`src/rtl/bsg_manycore_link_to_axil_pkg.sv`:
```
// Shared definitions for the manycore-link to AXI-lite bridge.
package bsg_manycore_link_to_axil_pkg;

    // Width of one host-side fifo packet.
    localparam int unsigned host_fifo_width_gp = 128;

    // Receive scheduler states.
    typedef enum logic {eIdle, eSend} rx_sched_state_e;

    // Index width that stays at least one bit for degenerate sizes.
    function automatic int unsigned safe_clog2(input int unsigned x);
        return (x <= 1) ? 1 : $clog2(x);
    endfunction

endpackage

```
`src/rtl/bsg_arb_round_robin.sv`:
```
// Round-robin arbiter: the request after the last granted one has highest priority.
module bsg_arb_round_robin
    import bsg_manycore_link_to_axil_pkg::*;
#(
    parameter int unsigned widths_p = 2,
    localparam int unsigned ptr_width_lp = safe_clog2(widths_p)
) (
    input  logic                clk_i,
    input  logic                reset_i,
    input  logic [widths_p-1:0] reqs_i,
    output logic [widths_p-1:0] grants_o,
    input  logic                yumi_i
);

    logic [ptr_width_lp-1:0] last_q;
    logic [ptr_width_lp-1:0] last_d;
    logic                    found;

    // Scan requests starting one past the last grant; first hit wins.
    always_comb begin
        grants_o = '0;
        last_d   = last_q;
        found    = 1'b0;
        for (int unsigned i = 1; i <= widths_p; i++) begin
            for (int unsigned j = 0; j < widths_p; j++) begin
                if (!found && reqs_i[j] && (j == (32'(last_q) + i) % widths_p)) begin
                    grants_o[j] = 1'b1;
                    last_d      = ptr_width_lp'(j);
                    found       = 1'b1;
                end
            end
        end
    end

    // Reset points at the last channel so channel 0 is favoured first.
    always_ff @(posedge clk_i) begin
        if (reset_i) begin
            last_q <= ptr_width_lp'(widths_p - 1);
        end else if (yumi_i && |reqs_i) begin
            last_q <= last_d;
        end
    end

endmodule

```
`src/rtl/bsg_manycore_link_to_axil_rx_sched.sv`:
```
// Round-robin scheduler that serializes host rx fifo packets onto one AXI-lite word stream.
module bsg_manycore_link_to_axil_rx_sched
    import bsg_manycore_link_to_axil_pkg::*;
#(
    parameter int unsigned axil_data_width_p = 32,
    parameter int unsigned num_ch_p = 2,
    localparam int unsigned ratio_lp = host_fifo_width_gp / axil_data_width_p,
    localparam int unsigned ch_width_lp = safe_clog2(num_ch_p),
    localparam int unsigned cnt_width_lp = safe_clog2(ratio_lp)
) (
    input  logic                                   clk_i,
    input  logic                                   reset_i,
    input  logic [num_ch_p*host_fifo_width_gp-1:0] fifo_data_i,
    input  logic [num_ch_p-1:0]                    fifo_v_i,
    output logic [num_ch_p-1:0]                    fifo_ready_o,
    output logic [axil_data_width_p-1:0]           axil_data_o,
    output logic                                   axil_v_o,
    input  logic                                   axil_ready_i,
    output logic [ch_width_lp-1:0]                 ch_o,
    output logic                                   last_o
);

    rx_sched_state_e               state_q;
    logic [cnt_width_lp-1:0]       cnt_q;
    logic [host_fifo_width_gp-1:0] pkt_q;
    logic [host_fifo_width_gp-1:0] pkt_sel;
    logic [ch_width_lp-1:0]        ch_q;
    logic [ch_width_lp-1:0]        grant_idx;
    logic [num_ch_p-1:0]           grants;
    logic                          any_v;
    logic                          yumi;
    logic                          last_word;

    assign any_v = |fifo_v_i;
    assign yumi  = (state_q == eIdle) & any_v;

    bsg_arb_round_robin #(
        .widths_p(num_ch_p)
    ) arb (
        .clk_i   (clk_i),
        .reset_i (reset_i),
        .reqs_i  (fifo_v_i),
        .grants_o(grants),
        .yumi_i  (yumi)
    );

    // Handshake only happens in eIdle; never acknowledge while in reset.
    assign fifo_ready_o = ((state_q == eIdle) && !reset_i) ? grants : '0;

    // Encode the one-hot grant and pick the granted channel's packet.
    always_comb begin
        grant_idx = '0;
        pkt_sel   = '0;
        for (int unsigned c = 0; c < num_ch_p; c++) begin
            if (grants[c]) begin
                grant_idx = ch_width_lp'(c);
                pkt_sel   = fifo_data_i[c*host_fifo_width_gp +: host_fifo_width_gp];
            end
        end
    end

    // Word select from the captured packet, least-significant word first.
    always_comb begin
        axil_data_o = '0;
        for (int unsigned i = 0; i < ratio_lp; i++) begin
            if (cnt_q == cnt_width_lp'(i)) begin
                axil_data_o = pkt_q[i*axil_data_width_p +: axil_data_width_p];
            end
        end
    end

    assign last_word = (cnt_q == cnt_width_lp'(ratio_lp - 1));
    assign axil_v_o  = !reset_i && (state_q == eSend);
    assign last_o    = axil_v_o && last_word;

    generate
        if (num_ch_p == 1) begin : g_single_ch
            assign ch_o = '0;
        end else begin : g_multi_ch
            assign ch_o = ch_q;
        end
    endgenerate

    // Capture a granted packet in eIdle, then stream its words in eSend.
    always_ff @(posedge clk_i) begin
        if (reset_i) begin
            state_q <= eIdle;
            cnt_q   <= '0;
            pkt_q   <= '0;
            ch_q    <= '0;
        end else begin
            case (state_q)
                eIdle: begin
                    if (any_v) begin
                        pkt_q   <= pkt_sel;
                        ch_q    <= grant_idx;
                        cnt_q   <= '0;
                        state_q <= eSend;
                    end
                end
                eSend: begin
                    if (axil_ready_i) begin
                        if (last_word) begin
                            cnt_q   <= '0;
                            state_q <= eIdle;
                        end else begin
                            cnt_q <= cnt_q + cnt_width_lp'(1);
                        end
                    end
                end
                default: state_q <= eIdle;
            endcase
        end
    end

endmodule
```
`config.mk`:
```
export PLATFORM = sky130hd
export DESIGN_NAME = bsg_manycore_link_to_axil_rx_sched
export DESIGN_NICKNAME = d
export VERILOG_FILES = /design/src/rtl/bsg_manycore_link_to_axil_pkg.sv /design/src/rtl/bsg_arb_round_robin.sv /design/src/rtl/bsg_manycore_link_to_axil_rx_sched.sv
export SDC_FILE = /design/constraint.sdc
export NUM_CORES = 1
export LEC_CHECK = 0
export CORE_UTILIZATION = 40
export CTS_CLUSTER_DIAMETER = 200
export DETAILED_ROUTE_END_ITERATION = 7
export PLACE_DENSITY_LB_ADDON = 0.1
export SETUP_SLACK_MARGIN = 0.1
export SLEW_MARGIN = 15
export SYNTH_ARGS = -nofsm -noshare
export SYNTH_HDL_FRONTEND = slang
export SYNTH_SLANG_ARGS = --single-unit
```
`constraint.sdc`:
```
create_clock -name clk_i -period 5.8 [get_ports clk_i]
set_clock_uncertainty 0.2 [all_clocks]
set_input_delay 0.87 -clock clk_i [delete_from_list [all_inputs] [get_ports clk_i]]
set_output_delay 0.87 -clock clk_i [all_outputs]
set_load 0.05 [all_outputs]
```
==> flow_summary.ini, run 1 <==
[sta]
setup_repair_after_global_routing_missed_its_margin = false
postLayoutSetupSlackWorst_ps = 1270
final_hold_violations = 0
totalNegativeSetupSlack_ps = 0
final_max_slew_viol_count = 0
tcrit_tclk_final = 0.782
clock.fmax_ghz = 0.221
slew_at_the_pin_closest_to_its_max_slew_limit_ps = 978
setup_viol = 0
minimum_period_implied_by_the_final_worst_setup_slack_ps = 4530
slew-limit-headroom = 0.345

[logic_synthesis]
prevailing_post_synth_register_cell = sky130_fd_sc_hd__dfxtp_1
synth_top_cell_area_share = 0.415
postSynthRegisterBits = 133
share_of_flip_flops_with_an_asynchronous_set_or_reset = 0
post_synthesis_net_count = 945
post_synth.cell_area_avg_um2 = 9.44
seq_area_frac_synth = 0.415
syn_area_um2 = 6420
netlist_top_cells_area = sky130_fd_sc_hd__dfxtp_1 41%, sky130_fd_sc_hd__a221o_1 13%, sky130_fd_sc_hd__and3_1 8.1%
synthesis.instances = 680
synth.top_cells.by_count = 133 x sky130_fd_sc_hd__dfxtp_1, 83 x sky130_fd_sc_hd__a221o_1, 83 x sky130_fd_sc_hd__and3_1
synth_enable_flop_cells = 0
ys.warnings.count = 0
yosysTopAreaCell = sky130_fd_sc_hd__dfxtp_1
synth_cell_type_count = 27
synth.most_common_cell = sky130_fd_sc_hd__dfxtp_1

[route]
number_of_vias_after_detailed_routing = 6753
detail_route.first_pass.iterations = 5
drcViolationCount = 0
per_cell_via_count_in_the_routed_design = 5.89
route.final.wire_length_mm = 24.4
wire_per_inst_um = 21.3
postRouteAntennaNets = 0
detail_route.iter0.violations = 682

[placed_design]
gp_congestion = 0.915
dp_hpwl_mm = 17.4
port_buffers = 297
place_ws_ps = 1620

[global_route]
grt_pass1_vias = 6699
grt_max_degree = 83
gr-usage-all-layers = 0.292
grt_pass1_wl_mm = 36.5
initial_antenna_violation_count = 0
grt.overflow.total = 0

[cts]
postCtsHoldBufs = 0
htree_levels = 4
worst_setup_hold_path_clk_slew_ps = 60
clkLatencyLatePin_ps = 410
clk_path_buf_depth = 2
cts_resized = 0
cts_buffers = 17
cts-root-buf = sky130_fd_sc_hd__clkbuf_16
clkSinkCount = 133
cts_tree = yes
post_cts.repair.setup_buffers = 0

[floorplan]
fp.dieArea_um2 = 16600
pin_count = 298
floorplan.initialDensity = 0.416
floorplan.core_area_um2 = 15400
row_count = 45
die_width_um = 129
die_y_um = 129

[final_layout]
diodes_inserted = 0
share_of_post_route_cells_with_drive_strength_above_1 = 0.0556
areaGrowthSynthToFinish_pct = 55.1
final_nets = 1188

[power]
finalPower_uw = 2840
p_leak_uw = 0.00403
peak_supply_drop_uv = 243
power.density_nw_per_um2 = 285

[critical_path]
worst_ep_arrival_time_ps = 3460
critPathSlowestCell = sky130_fd_sc_hd__clkdlybuf4s50_1
crit_path_end_kind = output port
critPathKind = flip-flop to output port
critical_path_peak_fanout = 21
worstPathRequired_ps = 4730
critical_path.cell_chain = inv_1 > ha_1 > nor2b_2 > buf_4 > a221oi_1 > o31ai_1 > clkdlybuf4s50_1
critical_path.startpoint_type = flip-flop
crit_path_max_incr_delay_ps = 850

[job]
max_cap_viol_count = 0

[outcome]
status = completed

[hold_path]
min-delay-path-class = flip-flop to flip-flop
[state kept, by name (all words and copies together) (netlist names)]
signal	cells
pkt_q	128
cnt_q	2
arb.last_q	1
ch_o	1
state_q	1
[path summary, 6_finish.rpt]
kind	start	endpoint	slack (ps)	cells past startpoint
setup reg to reg	state_q	pkt_q[116]	3270	4
setup / recovery	cnt_q[1]	axil_data_o[18]	1270	7
hold reg to reg	ch_o	ch_o	260	1
hold / removal	ch_o	ch_o	260	1
[placed cells by master, fill, tap and decap left out, types with 2 or more instances in the layout]
cell,netlist,routed
sky130_fd_sc_hd__nor2_4,0,2
sky130_fd_sc_hd__o31ai_1,32,32
sky130_fd_sc_hd__a221oi_1,32,32
sky130_fd_sc_hd__clkdlybuf4s50_1,0,296
sky130_fd_sc_hd__nand3_1,2,2
sky130_fd_sc_hd__ha_2,0,2
sky130_fd_sc_hd__clkbuf_16,0,17
sky130_fd_sc_hd__and2_1,2,2
sky130_fd_sc_hd__bufinv_16,0,4
sky130_fd_sc_hd__nand2_1,35,35
sky130_fd_sc_hd__clkinvlp_4,0,2
sky130_fd_sc_hd__dfxtp_1,133,133
sky130_fd_sc_hd__a221o_1,83,83
sky130_fd_sc_hd__clkbuf_8,0,2
sky130_fd_sc_hd__and3_1,83,82
sky130_fd_sc_hd__ha_1,4,2
sky130_fd_sc_hd__o32ai_1,46,46
sky130_fd_sc_hd__inv_1,49,49
sky130_fd_sc_hd__a211oi_1,46,46
sky130_fd_sc_hd__a21oi_1,3,3
sky130_fd_sc_hd__nand3b_1,2,2
sky130_fd_sc_hd__clkinv_2,0,3
sky130_fd_sc_hd__buf_4,2,12
sky130_fd_sc_hd__nor2_1,3,2
sky130_fd_sc_hd__clkbuf_1,42,4
sky130_fd_sc_hd__nor2b_1,33,32
[report_power, final]
group	internal (uW)	switching (uW)	total, uW	leakage [uW]
Sequential	1010	70.3	1080	0.00110
Combinational	322	308	630	0.00263
Clock	740	392	1130	0.000297
[through the flow]
stage	util	cell area, um2	instances	hold WS [ps]
floorplan	-	6420	680	255
global placement	0.605	9340	1115	237
detailed placement	0.605	9340	1115	244
CTS	0.645	9950	1147	258
global route	0.645	9950	1147	294
finish	0.645	9950	1147	255
[logic make-up after synthesis]
logic type,after synthesis,synth area share
AO/OA/AOI/OAI,245,0.333
AND/OR/NAND/NOR,164,0.146
buffers and inverters,134,0.0982
flip-flops,133,0.415
adder cells (fa/ha/maj),4,0.00780
[worst max-delay path, delay by kind of cell (launching register included)]
| kind | cells | cell delay (ps) |
|---|---|---|
| AOI/OAI and AO/OA | 2 | 420 |
| adders and majority gates | 1 | 200 |
| buffers and inverters | 3 | 1290 |
| DFF | 1 | 380 |
| and+or+nand+nor | 1 | 770 |
[area by class of cell]
class / count / area [um2]
clock buffer: 23 / 468
clock inverter: 9 / 150
fill: 1275 / 5470
inverter: 49 / 184
multi-input combinational: 413 / 3170
sequential: 133 / 2660
tap: 211 / 264
timing repair buffer: 309 / 3060
[layer usage]
layer  global-route usage  vias up  part of all wire
met1                0.361     3154              0.41
li1                     -     3153                 -
met3               0.0865       42             0.095
met4                0.113        0             0.027
met2                0.478      404              0.47
met5                    0        -                 0
(Power assumes the default switching activity.)
==> run 2: changes to the inputs <==
==> constraint.sdc (replaced) <==
create_clock -name clk_i -period 4.55 [get_ports clk_i]
set_clock_uncertainty 0.2 [all_clocks]
set_input_delay 0.6825 -clock clk_i [delete_from_list [all_inputs] [get_ports clk_i]]
set_output_delay 0.6825 -clock clk_i [all_outputs]
set_load 0.05 [all_outputs]
==> run 2 against run 1 <==
Net effect:
- non-clock buffer count rose by 1
- cell area decreased by 0.26%
- first-iteration DRC count decreased by 21%
- cell count stayed put
- register-to-register slack got worse by 1300 ps
- combinational power grew 28%
- routed wire length shrank 2.6%
- sequential power increased by 27%
- power is 28% higher
- sequential cell count did not move
- clock-buffer cell count did not move
- highest routed layer unchanged
==> flow_summary.ini, run 2 (synthesized netlist as in run 1, its figures left out) <==
[final_layout]
diodes_inserted = 0
final_cell_mix = 266 x sky130_fd_sc_hd__clkdlybuf4s50_1, 133 x sky130_fd_sc_hd__dfxtp_1, 83 x sky130_fd_sc_hd__a221o_1
register_ranked_first_by_flip_flop_count = pkt_q
layout.cells.most_common = sky130_fd_sc_hd__clkdlybuf4s50_1
share_of_post_route_cells_with_drive_strength_above_1 = 0.0897
instances_no_fill = 1147
areaGrowthSynthToFinish_pct = 54.7
largest_registers = pkt_q x128, cnt_q x2
final_nets = 1189
final_area_um2 = 9930
largest_register_ff_count = 128

[power]
clockPowerShare = 0.403
switching_part_of_the_total_power = 0.269
p_leak_uw = 0.00410
p_int_uw = 2660
share_seq_of_total_power = 0.376
peak_supply_drop_uv = 243
share_comb_of_total_power = 0.221
power_switching_uw = 979
power.density_nw_per_um2 = 366

[route]
detail_route.first_pass.iterations = 7
dr_wl_met3_mm = 2.06
number_of_vias_after_detailed_routing = 6726
routedLengthMet1_mm = 9.77
met2RoutedLength_mm = 11.4
route.top_layer_used = met4
postRouteAntennaNets = 0
per_cell_via_count_in_the_routed_design = 5.86
wire_per_inst_um = 20.7
route.final.wire_length_mm = 23.7
detail_route.iter0.violations = 539
drcViolationCount = 0

[critical_path]
worst-r2r-setup-slack_ps = 2020
critical_path.startpoint_type = flip-flop
critical_path_peak_fanout = 9
critPathBufInv = 2
worstPathRequired_ps = 3670
critical_path.reg2reg.startpoint = state_q
crit_path_max_incr_delay_ps = 860
worst_ep_arrival_time_ps = 2920
critical_path.cell_chain = inv_1 > ha_1 > nor2b_2 > a221oi_1 > o31ai_1 > clkdlybuf4s50_1
critPathKind = flip-flop to output port
count_of_cells_along_the_worst_register_to_register_path = 4
critPathSlowestCell = sky130_fd_sc_hd__clkdlybuf4s50_1
crit_path_end_kind = output port
timing.critical_path.max_delay_family = buffers and inverters
critical_path.reg2reg.endpoint = pkt_q[126]

[global_route]
grt_pass1_wl_mm = 35.7
gr-usage-all-layers = 0.284
initial_antenna_violation_count = 0
grt_max_degree = 83
grt.overflow.total = 0
grt_pass1_vias = 6506

[outcome]
status = completed

[cts]
cts_resized = 0
post_cts.repair.setup_buffers = 0
cts-root-buf = sky130_fd_sc_hd__clkbuf_16
cts_tree = yes
postCtsHoldBufs = 0
cts_buffers = 17
htree_levels = 4
clkLatencyLatePin_ps = 420
clk_path_buf_depth = 2
worst_setup_hold_path_clk_slew_ps = 60
clkSinkCount = 133

[placed_design]
port_buffers = 297
gp_congestion = 0.832
dp_hpwl_mm = 17.1
postPlaceCellArea_um2 = 9290
placedCellCount = 1116

[floorplan]
floorplan.core_area_um2 = 15400
die_width_um = 129
row_count = 45
fp.dieArea_um2 = 16600
die_y_um = 129
pin_count = 298
floorplan.initialDensity = 0.416

[hold_path]
hold_path_end = ch_o
min-delay-start = ch_o
min-delay-path-class = flip-flop to flip-flop
hold_path_depth = 1

[sta]
setup_repair_after_global_routing_missed_its_margin = false
final_max_slew_viol_count = 0
minimum_period_implied_by_the_final_worst_setup_slack_ps = 3800
setup_viol = 0
slew_at_the_pin_closest_to_its_max_slew_limit_ps = 934
totalNegativeSetupSlack_ps = 0
tcrit_tclk_final = 0.835
final_hold_violations = 0
clock.fmax_ghz = 0.263
slew-limit-headroom = 0.376

[job]
max_cap_viol_count = 0
## run 2: layout make-up
class,instances,area (um2)
Tap cell,211,264
Timing Repair Buffer,310,3020
Sequential cell,133,2660
Fill cell,1290,5500
Clock buffer,23,488
Multi-Input combinational cell,413,3170
Clock inverter,8,146
Inverter,49,184
## run 2: worst max path at each step
| stage | from | end | slack [ps] | cells past startpoint |
|---|---|---|---|---|
| 6_report | cnt_q[1] | axil_data_o[10] | 750 | 6 |
| 5_1_grt | cnt_q[0] | axil_data_o[10] | 660 | 5 |
| 4_1_cts | cnt_q[1] | axil_data_o[10] | 750 | 6 |
| 3_5_place_dp | fifo_v_i[0] | fifo_ready_o[1] | 1160 | 4 |
| 3_3_place_gp | fifo_v_i[1] | fifo_ready_o[1] | 1190 | 4 |
| 2_1_floorplan | cnt_q[1] | axil_data_o[0] | 1190 | 8 |
## run 2: metrics by stage
stage / total power [uW] / setup WS, ps / utilization / hold WS, ps
final: 3640 / 750 / 0.644 / 267
after detailed placement: 2190 / 1160 / 0.602 / 256
after CTS: 3640 / 746 / 0.644 / 269
after global placement: 2170 / 1190 / 0.602 / 242
after global routing: 3770 / 658 / 0.644 / 304
after floorplan: 1800 / 1190 / - / 255
## run 2: routing by layer
metal / global-route usage / vias to the layer above
met5: 0 / -
met4: 0.0955 / 0
met3: 0.0761 / 34
met2: 0.476 / 341
met1: 0.353 / 3190
li1: - / 3161
## run 2: power by group through the flow
stage          Clock [uW]  Combinational [uW]  Sequential (uW)
2_1_floorplan           0                 447             1350
3_3_place_gp            0                 789             1380
3_5_place_dp            0                 801             1390
4_1_cts              1480                 805             1360
5_1_grt              1540                 856             1380
6_report             1460                 805             1370
==> run 3: changes to the inputs <==
--- a/config.mk
+++ b/config.mk
@@ -5,7 +5,7 @@
 export SDC_FILE = /design/constraint.sdc
 export NUM_CORES = 1
 export LEC_CHECK = 0
-export CORE_UTILIZATION = 40
+export CORE_UTILIZATION = 38
 export CTS_CLUSTER_DIAMETER = 200
 export DETAILED_ROUTE_END_ITERATION = 7
 export PLACE_DENSITY_LB_ADDON = 0.1
==> constraint.sdc (replaced) <==
create_clock -name clk_i -period 3.15 [get_ports clk_i]
set_clock_uncertainty 0.2 [all_clocks]
set_input_delay 0.4725 -clock clk_i [delete_from_list [all_inputs] [get_ports clk_i]]
set_output_delay 0.4725 -clock clk_i [all_outputs]
set_load 0.05 [all_outputs]
==> run 3 against run 2 <==
Net effect:
- register-to-register slack worse by 890 ps
- worst hold slack worse by 1.6 ps
- combinational power up 55%
- clock-buffer cell count grew 3
- die area grew 5.2%
- core utilization down 2.0 points
- sequential power grew 46%
- clock power grew 34%
- non-clock buffer count increased by 7
- first-iteration DRC count grew 6.1%
- critical path type unchanged
- largest power group is now sequential cells
==> flow_summary.ini, run 3 (synthesized netlist as in run 1, its figures left out) <==
[outcome]
status = completed

[route]
number_of_vias_after_detailed_routing = 6787
postRouteAntennaNets = 0
detail_route.iter0.violations = 572
per_cell_via_count_in_the_routed_design = 5.84
detail_route.first_pass.iterations = 5
route.final.wire_length_mm = 25.7
drcViolationCount = 0
wire_per_inst_um = 22.1

[job]
max_cap_viol_count = 0

[critical_path]
worstPathRequired_ps = 2480
critical_path.startpoint_type = flip-flop
worst-r2r-setup-slack_ps = 1130
critPathKind = flip-flop to output port
crit_path_end_kind = output port
critical_path_peak_fanout = 14
count_of_cells_along_the_worst_register_to_register_path = 4
worst_ep_arrival_time_ps = 2310

[power]
switching_part_of_the_total_power = 0.280
p_leak_uw = 0.00428
p_int_uw = 3740
clockPowerShare = 0.374
power.density_nw_per_um2 = 504
share_seq_of_total_power = 0.385
power_switching_uw = 1450
peak_supply_drop_uv = 389
share_comb_of_total_power = 0.241

[global_route]
grt_pass1_vias = 6747
grt_max_degree = 83
grt.overflow.total = 0
initial_antenna_violation_count = 1
gr-usage-all-layers = 0.291
grt_pass1_wl_mm = 38.8

[placed_design]
placedCellCount = 1132
port_buffers = 297
gp_congestion = 0.929
dp_hpwl_mm = 18.7
place_ws_ps = 476

[final_layout]
register_ranked_first_by_flip_flop_count = pkt_q
final_cell_mix = 261 x sky130_fd_sc_hd__clkdlybuf4s50_1, 132 x sky130_fd_sc_hd__dfxtp_1, 83 x sky130_fd_sc_hd__a221o_1
areaGrowthSynthToFinish_pct = 60.5
final_nets = 1196
largest_registers = pkt_q x128, cnt_q x2
largest_register_ff_count = 128
postLayoutCoreUtil = 0.624
instances_no_fill = 1163
nFillCells = 1376
layout.cells.most_common = sky130_fd_sc_hd__clkdlybuf4s50_1
share_of_post_route_cells_with_drive_strength_above_1 = 0.139

[sta]
setup_repair_after_global_routing_missed_its_margin = true
minimum_period_implied_by_the_final_worst_setup_slack_ps = 2980
setup_viol = 0
clock.fmax_ghz = 0.335
final_hold_violations = 0
final_max_slew_viol_count = 0
totalNegativeSetupSlack_ps = 0
postLayoutSetupSlackWorst_ps = 167
slew_at_the_pin_closest_to_its_max_slew_limit_ps = 933
slew-limit-headroom = 0.378
tcrit_tclk_final = 0.947

[floorplan]
row_count = 47
pin_count = 298
fp.dieArea_um2 = 17400
die_width_um = 132
die_y_um = 132
floorplan.core_area_um2 = 16500
floorplan.initialDensity = 0.388

[cts]
clkSinkCount = 133
cts_tree = yes
clk_path_buf_depth = 2
post_cts.repair.setup_buffers = 0
worst_setup_hold_path_clk_slew_ps = 60
cts-root-buf = sky130_fd_sc_hd__clkbuf_16
cts_buffers = 17
htree_levels = 4
clkLatencyLatePin_ps = 410

[hold_path]
min-delay-path-class = flip-flop to flip-flop
hold_path_depth = 1
run 3: cell types whose count changed in the layout (fill, tap and decap cells not counted), sizes merged:
cell and change:
clkbuf +3, diode +1, buf +12, bufinv -2, clkinv -1, clkinvlp -1, clkdlybuf4s50 -5
run 3: worst paths after layout:
path | from | endpoint
max | cnt_q[0] | axil_data_o[0]
min | ch_o | ch_o
max reg2reg | arb.last_q | pkt_q[112]
min reg2reg | ch_o | ch_o
run 3: routing by layer:
metal | global-route usage | share of wire | up-vias
met4 | 0.105 | 0.023 | 0
met5 | 0 | 0 | -
li1 | - | - | 3174
met1 | 0.392 | 0.44 | 3237
met3 | 0.0738 | 0.086 | 41
met2 | 0.449 | 0.45 | 335
run 3: critical path, stage by stage (launching register included):
cell	delay [ps]
sky130_fd_sc_hd__dfxtp_1	420
sky130_fd_sc_hd__inv_1	140
sky130_fd_sc_hd__ha_1	220
sky130_fd_sc_hd__nor2b_2	160
sky130_fd_sc_hd__buf_4	190
sky130_fd_sc_hd__a221oi_1	390
sky130_fd_sc_hd__o31ai_2	130
sky130_fd_sc_hd__buf_4	230
run 3: layout make-up:
| type | count | area (um2) | share of cell area |
|---|---|---|---|
| Inverter | 49 | 184 | 0.0178 |
| Clock buffer | 26 | 499 | 0.0484 |
| Clock inverter | 4 | 70.1 | 0.00680 |
| Multi-Input combinational cell | 413 | 3390 | 0.329 |
| Timing Repair Buffer | 317 | 3220 | 0.313 |
| Tap cell | 220 | 275 | 0.0267 |
| Sequential cell | 133 | 2660 | 0.258 |
| Antenna cell | 1 | 2.50 | 0.000243 |
run 3: power by group through the flow:
stage	combinational, uW	clock (uW)	sequential (uW)
3_5_place_dp	1240	0	2020
3_3_place_gp	1210	0	2020
5_1_grt	1320	2030	2010
6_report	1250	1950	2000
4_1_cts	1240	1970	1990
2_1_floorplan	669	0	1950
run 3: timing repair:
action	CTS	global route
endpoints found under the setup margin	14	14
gates resized for setup	3	8
pin swaps	1	2
hold buffers	0	0
run 3: metrics by stage:
stage               total power [uW]  instance area (um2)  hold slack (ps)
finish                          5190                10300              265
global route                    5360                10300              303
CTS                             5200                10300              275
detailed placement              3260                 9670              255
global placement                3240                 9670              241
floorplan                       2620                 6570              255
